==> config.mk <==
export PLATFORM = sky130hd
export DESIGN_NAME = branch_pc_ctrl
export DESIGN_NICKNAME = d
export VERILOG_FILES = /design/src/rtl/branch_pc_ctrl.sv
export SDC_FILE = /design/constraint.sdc
export NUM_CORES = 1
export LEC_CHECK = 0
export ABC_AREA = 1
export CAP_MARGIN = 20
export CORE_MARGIN = 10
export CORE_UTILIZATION = 55
export CTS_CLUSTER_DIAMETER = 100
export DETAILED_ROUTE_END_ITERATION = 8
export PLACE_DENSITY = 0.83
export SYNTH_ARGS = -nofsm -noshare
export SYNTH_HDL_FRONTEND = slang
export SYNTH_SLANG_ARGS = --single-unit
==> constraint.sdc <==
create_clock -name clk -period 4.7 [get_ports clk]
set_input_delay 0.47 -clock clk [delete_from_list [all_inputs] [get_ports clk]]
set_output_delay 0.47 -clock clk [all_outputs]
set_load 0.01 [all_outputs]
==> src/rtl/branch_pc_ctrl.sv <==
// Branch sequencer and PC owner: decodes a branch, drives Ra and the CON strobe,
// then conditionally applies the signed IR offset to the program counter.
module branch_pc_ctrl #(
    parameter int unsigned          PC_WIDTH  = 32,
    parameter logic [4:0]           BR_OPCODE = 5'b10010,
    parameter logic [PC_WIDTH-1:0]  RESET_PC  = '0
) (
    input  logic                clk,
    input  logic                clear,
    input  logic                start,
    input  logic                inc_pc,
    input  logic [31:0]         ir,
    input  logic                con_out,
    output logic [1:0]          con_ir_bits,
    output logic                con_in,
    output logic                gra_rout,
    output logic [3:0]          ra_sel,
    output logic [PC_WIDTH-1:0] pc_out,
    output logic                busy,
    output logic                taken,
    output logic                illegal,
    output logic                done
);

    typedef enum logic [2:0] {
        IDLE,
        EVAL,
        SETTLE,
        DECIDE,
        DONE
    } state_t;

    state_t state_q, state_d;

    logic [4:0]          opcode_q;
    logic [18:0]         offset_q;
    logic [PC_WIDTH-1:0] offset_ext;
    logic                is_branch;
    logic                unused_ir;

    assign unused_ir  = ^ir[22:21];
    assign is_branch  = (opcode_q == BR_OPCODE);
    assign offset_ext = {{(PC_WIDTH-19){offset_q[18]}}, offset_q};
    assign busy       = (state_q != IDLE);

    always_ff @(posedge clk or posedge clear) begin
        if (clear) begin
            state_q <= IDLE;
        end else begin
            state_q <= state_d;
        end
    end

    // Strobes are decoded straight from state so they can never glitch
    // across more than the single intended cycle.
    always_comb begin
        state_d  = state_q;
        con_in   = 1'b0;
        gra_rout = 1'b0;
        done     = 1'b0;
        illegal  = 1'b0;
        unique case (state_q)
            IDLE: begin
                if (start) state_d = EVAL;
            end
            EVAL: begin
                if (is_branch) begin
                    gra_rout = 1'b1;
                    con_in   = 1'b1;
                    state_d  = SETTLE;
                end else begin
                    state_d  = DONE;
                end
            end
            SETTLE: begin
                gra_rout = 1'b1;
                state_d  = DECIDE;
            end
            DECIDE: begin
                state_d = DONE;
            end
            DONE: begin
                done    = 1'b1;
                illegal = ~is_branch;
                state_d = IDLE;
            end
            default: state_d = IDLE;
        endcase
    end

    always_ff @(posedge clk or posedge clear) begin
        if (clear) begin
            pc_out      <= RESET_PC;
            taken       <= 1'b0;
            con_ir_bits <= 2'b00;
            ra_sel      <= 4'd0;
            opcode_q    <= 5'd0;
            offset_q    <= 19'd0;
        end else begin
            unique case (state_q)
                IDLE: begin
                    if (start) begin
                        opcode_q    <= ir[31:27];
                        ra_sel      <= ir[26:23];
                        con_ir_bits <= ir[20:19];
                        offset_q    <= ir[18:0];
                    end else if (inc_pc) begin
                        pc_out <= pc_out + PC_WIDTH'(1);
                    end
                end
                DECIDE: begin
                    taken <= con_out;
                    if (con_out) pc_out <= pc_out + offset_ext;
                end
                default: ;
            endcase
        end
    end

endmodule

==> results.md <==
* Run status: finished, final reports clean
* Die area at approximately 13000 sq um
* Pleak at roughly 2.8 nW
* Period Utilization, post-route at 73.1%
* Reg2reg path depth at 16
* # hold bufs at CTS at 0
* Synthesis-to-layout area growth at 21.4%
* Setup tns final at 0 ps
* Fin util at 68.7%
* Largest family of logic cells by synthesized area: simple AND/OR/NAND/NOR gates
* Maximum VDD drop at around 0.00029 V
* Asr flop ratio synth at 100%
* Slowest cell on crit path: nand3_1
* F_max at 0.291 GHz
* Tightest Pin Transition at ~890 ps
* Pin count of the biggest net entering global routing at 46
* Post-synth cell types at 41
* Yosys warnings at 0
* Clock Latency Late Sink at ~350 ps
* Vias/cell at 5.36
* First-pass GRT wire length at about 21000 microns
* Power per cell area at roughly 530 nW/um^2
* Rel. slew slack at just over 40%
* DR vias at around 4500
* Crit path cell chain: nand3_1, nor2_1, fa_1, nand2_1, nand3_1, nand2_1, o21bai_1, nand3_1, nand2_1, nand2_1, nand2_1, nand2_1, nand2_1, nand2_1, nand3_1, nand2_1
* TritonCTS Sinks at 66
* # IOs at between 80 and 90
* Synth area leader: dfrtp_1
* Hold crit path type: flop to flop
* Hold Vio Cnt, Final at 0
* Die span in x at 112 microns
* Simple-gate share of the synthesized area at 32.5%
* CP Launch Type: flop
* Fin crit period at approximately 3400 ps
* Post-Syn Instances at roughly 660
* Postcts setup bufs at 0
* Tot Pwr at 3.03 mW
* DR DRC count at 0
* # nets final at 785
* Post-synthesis sequential area ratio at between 30% and 40%
* N_diodes at 0
* Kind of critical path: flop to flop
* Max-slew violations at 0
* Die Y at between 100 and 150 microns
* Post-CTS sizing at 0
* Final GP Congestion at between 0.9 and 1
* Most Frequent Cell on Critical Path: nand2_1
* Layout cells sized above 1 at under 10%
* Synth Area in Adders at under 10%
* DRT iter0 DRCs at between 300 and 400
* Reg clk slew, reported paths at about 90 ps
* #FFs+latches synth at 66
* DR WL/cell at between 10 and 15 microns
* Yosys top cell area share at around 35%
* Root buffer cell: clkbuf_8
* Reg2Reg Capture Point: pc_out[26]
* Primary FF master, synth: dfrtp_1
* WL final at 12400 microns
* Syn Area/Cell at between 7 and 8 sq um
* Core ar. at roughly 8300 sq um
* WP data arrival at between 3000 and 4000 ps
* H-tree depth at 3
* Post-synth EDFFs at 0
* CTS tree: yes
* Clock Skews at approximately 11 ps
* Post-synthesis cell area at 4670 sq um
* FP Rows at 33
* Max_cap viols at 0
* Post-route ant nets at 0
* Initial antenna violation count at 0
* Initial Util at between 50% and 60%
* GRT overflow at 0
* Total CTS buffers at 9
* RSZ-0062 raised after global routing: false
* Reg2reg setup slack at ~1300 ps
* Origin of the worst setup path: state_q[0]
* First-pass DRT Iterations at 6
* Clock buffer depth at 2
* Critical Path Fanout Max at 18
* Post-Synth XOR/XNOR Area at under 10%
* CP Capture Point: pc_out[26]
* GRT Util Overall at between 10% and 20%
* Worst R2R Start: state_q[0]
* Syn nets at 714
* Vias in the first global route at ~4300
* Max stage delay on crit path at just over 600 ps
* Critical path capture point type: flop
* Final setup violation count at 0
* Synth top area cells: dfrtp_1 (35%), nand2_1 (14%), nor2_1 (6.3%)
* IO buf count at 78
* Post-DP HPWL at roughly 9400 microns
* Post-synthesis compound-gate area fraction at between 10% and 20%
* CP required at a little under 5000 ps
* Post-synthesis mux area share at 2.65%
-- cells by family after synthesis --
| group | after synthesis |
|---|---|
| DFF | 66 |
| xor gates and xnor gates | 13 |
| buffers and inverters | 103 |
| muxes | 11 |
| adders and majority gates | 19 |
| and+or+nand+nor | 345 |
| AOI/OAI and AO/OA | 101 |
-- layout make-up --
type / instances / area, sq um
sequential: 66 / 1650
multi-input combinational: 489 / 2600
fill: 759 / 2590
timing repair buffer: 80 / 796
clock inverter: 7 / 60.1
tap: 105 / 131
clock buffer: 9 / 124
inverter: 83 / 312
-- cell usage after synthesis, types with 5 or more instances --
cell / n
a21oi_1: 41
a31oi_1: 5
a41oi_1: 10
buf_2: 6
clkbuf_1: 9
dfrtp_1: 66
ha_1: 18
inv_1: 76
inv_2: 6
mux2_2: 11
nand2_1: 174
nand2_2: 12
nand3_1: 48
nand3_2: 5
nand4_1: 5
nor2_1: 79
nor2_2: 8
o21ai_0: 27
xnor2_1: 6
xor2_1: 7
-- stage by stage --
step | cells | worst slack [ps] | hold WS, ps | instance area (sq um)
detailed placement | 823 | 1330 | 493 | 5490
global placement | 823 | 1430 | 473 | 5490
floorplan | 658 | 2220 | 472 | 4670
global route | 839 | 1030 | 531 | 5670
CTS | 839 | 1330 | 511 | 5670
finish | 839 | 1260 | 511 | 5670
-- how the worst min path moves through the flow --
stage / start / endpoint / depth (start not counted)
2_1_floorplan: opcode_q[4] / opcode_q[4] / 1
3_3_place_gp: taken / taken / 2
5_1_grt: taken / taken / 2
6_report: ra_sel[1] / ra_sel[1] / 1
3_5_place_dp: ra_sel[1] / ra_sel[1] / 1
4_1_cts: con_ir_bits[1] / con_ir_bits[1] / 1
-- worst max-delay path, delay by kind of cell (launching register included) --
kind                       cells  cell delay, ps
AOI/OAI and AO/OA              1             260
adders and majority gates      1             270
DFF                            1             590
and+or+nand+nor               14            2180
-- where the power goes --
part	switching [mW]	total (mW)	internal (mW)
Sequential	0.209	1.01	0.805
Combinational	0.887	1.54	0.657
Clock	0.266	0.467	0.201
Total	1.36	3.03	1.66
-- sequential cells by signal (all words and copies together), names as in the netlist --
| signal | count |
|---|---|
| offset_q | 19 |
| taken | 1 |
| ra_sel | 4 |
| opcode_q | 5 |
| state_q | 3 |
| con_ir_bits | 2 |
| pc_out | 32 |
-- metal layers --
layer	part of all wire, %	vias up	global-route usage [%]	routed length [microns]
li1	-	2268	-	-
met1	45	2087	25.2	5630
met2	47	137	32.3	5880
met3	6.3	9	4.21	777
met4	0.98	0	5.33	121
met5	0	-	0	0
-- placed cells by master, fill, tap and decap left out, types with 5 or more instances in the layout --
cell type / synthesis / routed
nand2_1: 174 / 174
nor2_1: 79 / 79
clkdlybuf4s50_1: 0 / 78
inv_1: 76 / 75
dfrtp_1: 66 / 66
nand3_1: 48 / 47
a21oi_1: 41 / 41
o21ai_0: 27 / 27
ha_1: 18 / 18
nand2_2: 12 / 12
mux2_2: 11 / 11
a41oi_1: 10 / 10
clkbuf_8: 0 / 9
nor2_2: 8 / 8
inv_2: 6 / 7
xor2_1: 7 / 7
xnor2_1: 6 / 6
nand3_2: 5 / 6
nand4_1: 5 / 5
a31oi_1: 5 / 5
(Power assumes the default switching activity.)
==> variant 1: new RTL, same flow settings <==
Encoding of `state_t`: now Gray code (3 bits for 5 states).
--- a/src/rtl/branch_pc_ctrl.sv
+++ b/src/rtl/branch_pc_ctrl.sv
@@ -25,7 +25,7 @@
     typedef enum logic [2:0] {
-        IDLE,
-        EVAL,
-        SETTLE,
-        DECIDE,
-        DONE
+        IDLE   = 3'b000,
+        EVAL   = 3'b001,
+        SETTLE = 3'b011,
+        DECIDE = 3'b010,
+        DONE   = 3'b110
     } state_t;
Formal check against the unedited RTL: same outputs for any inputs over 10 cycles, from zero or initial values; not proved beyond that.
==> variant 1 against the original RTL <==
First-iteration DRC count increased by 19%; sequential share of layout area increased by 0.42 points; sequential cell count unchanged; non-clock buffer count unchanged; power increased by 20%; clock power decreased by 10%; critical path depth decreased by 2; maximum frequency decreased by 4.0%; setup slack got worse by 0.14 ns; design area decreased by 1.4%; routed wire length increased by 4.6%; area after synthesis decreased by 1.4%; clock skew increased by 0.00093 ns.
==> variant 1: results <==
{
  "outcome": "completed",
  "cp_max_fo": 19,
  "finClkSkew_ns": 0.0123,
  "dr.pass1.iters": 5,
  "finalNetCount": 783,
  "max_slew_margin_pct": 39.0,
  "grt_pass1_vias": 4460,
  "hold_class": "input port to async pin",
  "place.gp.congestion": 0.926,
  "worstRegToRegCells": 14,
  "drive_gt1_share_pct": 6.71,
  "setup-violations-final": 0,
  "routed_wl_microns": 13000,
  "top_regs": "pc_out x32, offset_q x19, opcode_q x5",
  "vias": 4637,
  "grt_pass1_wl_microns": 21600,
  "p_leak_nw": 2.84,
  "antenna_found_initial": 0,
  "post_dp_cell_area_sq_um": 5430,
  "ctsResizeCount": 0,
  "ys_seq_area_share_pct": 35.9,
  "cts-buffers-inserted": 9,
  "peakVddDrop_uv": 369,
  "hpwlAfterDp_microns": 10100,
  "area_delta_synth_final_pct": 21.4,
  "setup_ws_ns": 1.12,
  "synthFlopType": "dfrtp_1",
  "yosys.cell_types.count": 37,
  "synthTopCellsByCount": "nand2_1 (191), inv_1 (79), nor2_1 (76)",
  "cts-root-buf": "clkbuf_8",
  "reg2reg_from": "state_q[1]",
  "synth_nets": 711,
  "path_clk_slew_ns": 0.08,
  "r2r-end": "pc_out[26]",
  "globalRouteTotalUtil_pct": 20.5,
  "grt_max_degree": 51,
  "reg2reg_setup_slack_ns": 1.12,
  "yosys_warnings": 0,
  "clockBufferDepth": 2,
  "worstPathArrival_ns": 3.81,
  "portBuffers": 78,
  "synth_area_leaders": "dfrtp_1 (36%), nand2_1 (16%), inv_1 (6.4%), nor2_1 (6.2%), ha_1 (4.9%)",
  "antennaDiodeCount": 0,
  "post_cts_buffers": 0,
  "place_ws_ns": 1.16,
  "drt_iter0_drc": 361,
  "n_fill_cell": 735,
  "synthArstFlopShare_pct": 100,
  "htreeDepth": 3
}
variant 1: worst max-delay path by stage:
stage	startpoint	endpoint
after floorplan	state_q[1]	pc_out[22]
after global placement	state_q[1]	pc_out[26]
after detailed placement	state_q[1]	pc_out[26]
after CTS	state_q[1]	pc_out[26]
after global routing	state_q[1]	pc_out[22]
final	state_q[1]	pc_out[26]
variant 1: layout make-up:
cell class	count	area [sq um]	area share, %
multi-input combinational	487	2540	45.4
sequential	66	1650	29.5
timing repair buffer	80	796	14.2
inverter	83	314	5.62
tap	105	131	2.35
clock buffer	9	124	2.22
clock inverter	5	33.8	0.604
variant 1: cell families after synthesis:
logic type	after synthesis	share of synthesized area, %
multiplexers	11	2.69
AO/OA/AOI/OAI	91	11.5
adder cells (fa/ha/maj)	19	5.33
flip-flops	66	35.9
XOR/XNOR	19	3.62
buffers and inverters	102	9.05
AND/OR/NAND/NOR	347	31.9
variant 1: critical path, cell delays in order, from the launching register on:
cell and delay, ns:
dfrtp_1 0.47, inv_2 0.11, nor2_4 0.33, nand2_1 0.48, nor2_1 0.35, ha_1 0.33
a21oi_1 0.21, a21boi_0 0.41, nand2_1 0.10, nand2_1 0.07, nand3_1 0.17, nand2_1 0.17
nand3_1 0.11, nand3_1 0.10, nand2_1 0.06
variant 1: per-stage QoR:
stage	utilization (%)	cells	hold WS (ns)
floorplan	-	655	0.480
global route	68.4	835	0.537
global placement	66.5	821	0.464
finish	68.4	835	0.499
CTS	68.4	835	0.493
detailed placement	66.5	821	0.468
variant 1: routing by layer:
metal	track usage, %	up-vias	share of wire, %
li1	-	2266	-
met1	26.8	2137	43
met2	31.9	211	45
met3	6.49	23	11
met4	5.66	0	1.2
met5	0	-	0
variant 1: power breakdown:
part | total (mW) | switching [mW] | internal [mW]
Sequential | 1.04 | 0.215 | 0.826
Clock | 0.418 | 0.234 | 0.184
Combinational | 2.18 | 1.31 | 0.869
Total | 3.64 | 1.76 | 1.88
==> variant 2: new RTL, same flow settings <==
Without the edit above. Set the parameter `PC_WIDTH` to 40 (it was 32).
--- a/src/rtl/branch_pc_ctrl.sv
+++ b/src/rtl/branch_pc_ctrl.sv
@@ -3,3 +3,3 @@
 module branch_pc_ctrl #(
-    parameter int unsigned          PC_WIDTH  = 32,
+    parameter int unsigned          PC_WIDTH  = 40,
     parameter logic [4:0]           BR_OPCODE = 5'b10010,
Ports: changed (resized pc_out); port bits go from 81 to 89. No check against the original RTL was run, so the function may have changed too.
==> variant 2 against the original RTL <==
Die area grew 16%; largest power group unchanged; power down 2.5%; design area up 17%; setup slack better by 0.081 ns; area after synthesis rose by 19%; routed wire length rose by 26%; worst hold slack worse by 0.016 ns; sequential cell count rose by 8; largest cell class unchanged.
==> variant 2: results <==
{
  "synth_nets": 862,
  "post_dp_cell_area_sq_um": 6480,
  "multi_input_area_sq_um": 3160,
  "peakVddDrop_uv": 328,
  "max_stage_delay_ns": 0.51,
  "dr.pass1.iters": 7,
  "worstPathArrival_ns": 3.60,
  "ys_seq_area_share_pct": 33.3,
  "nNonClkInverters": 113,
  "globalRouteTotalUtil_pct": 22.1,
  "powerDensity_nw_per_um2": 443,
  "num-multi-input-gates": 596,
  "synth_area_leaders": "dfrtp_1 (33%), nand2_1 (16%), inv_1 (7.0%), nor2_1 (5.4%), nand3_1 (4.1%)",
  "signal_buffers": 89,
  "worst_path_max_delay_cell": "dfrtp_1",
  "place_ws_ns": 1.38,
  "hpwlAfterDp_microns": 12300,
  "place_inst": 1005,
  "top_regs": "pc_out x40, offset_q x19, opcode_q x5",
  "p_leak_nw": 3.37,
  "routed_wl_microns": 15600,
  "via_per_inst": 5.33,
  "cp_max_fo": 11,
  "ys_ff_latch": 74,
  "finClkSkew_ns": 0.00783,
  "bufAreaShareNonClock_pct": 13.3,
  "clkbuf_count": 10,
  "drive_gt1_share_pct": 9.91,
  "outcome": "completed",
  "n_fill_cell": 900,
  "grt_pass1_wl_microns": 26500,
  "synthTopCellsByCount": "nand2_1 (242), inv_1 (104), nor2_1 (80)",
  "max_slew_margin_pct": 37.0
}
==> variant 2: cell count changes after synthesis, sizes merged, moves of 2 or more <==
cell	before	now
nand2	187	267
inv	82	110
a211oi	2	0
a41oi	10	17
xor2	7	12
a21oi	44	42
xnor2	6	13
clkbuf	9	12
nor2	91	94
o21bai	4	2
and3	1	3
dfrtp	66	74
o21ai	31	43
clkinv	1	3
==> variant 2: logic make-up (layout without fill, tap and decap cells) <==
group	after synthesis	count (layout)	synth area share [%]
multiplexers	10	10	2.02
flip-flops	74	74	33.3
buffers and inverters	136	218	10.0
AND/OR/NAND/NOR	431	431	34.5
AO/OA/AOI/OAI	111	111	11.8
XOR/XNOR	25	25	3.94
adder cells (fa/ha/maj)	19	19	4.41
==> variant 2: routing by layer <==
layer  vias to the layer above  global-route usage [%]  share of wire, %
met2                       185                    34.9                45
met1                      2513                    29.1                47
met3                        16                    6.10               7.4
met4                         0                    5.96              0.92
met5                         -                       0                 0
li1                       2723                       -                 -
==> variant 2: path summary, 6_finish.rpt <==
kind	to	slack (ns)	start	cells after the start
worst min register to register	taken	0.49	taken	2
worst max register to register	pc_out[34]	1.35	state_q[1]	19
worst max-delay path	pc_out[34]	1.35	state_q[1]	19
worst min-delay path	taken	0.49	taken	2
min in group asynchronous	offset_q[7]	0.57	clear	2
max in group asynchronous	pc_out[37]	3.15	clear	3
==> variant 2: power by group <==
group | switching (mW) | leakage (nW) | internal, mW
clock network | 0.258 | 0.0924 | 0.206
registers | 0.201 | 0.921 | 0.885
logic | 0.789 | 2.36 | 0.609
==> variant 2: worst min-delay path: cells and delay by family (launching register included) <==
kind | cells | cell delay, ns
and+or+nand+nor | 2 | 0.11
DFF | 1 | 0.35
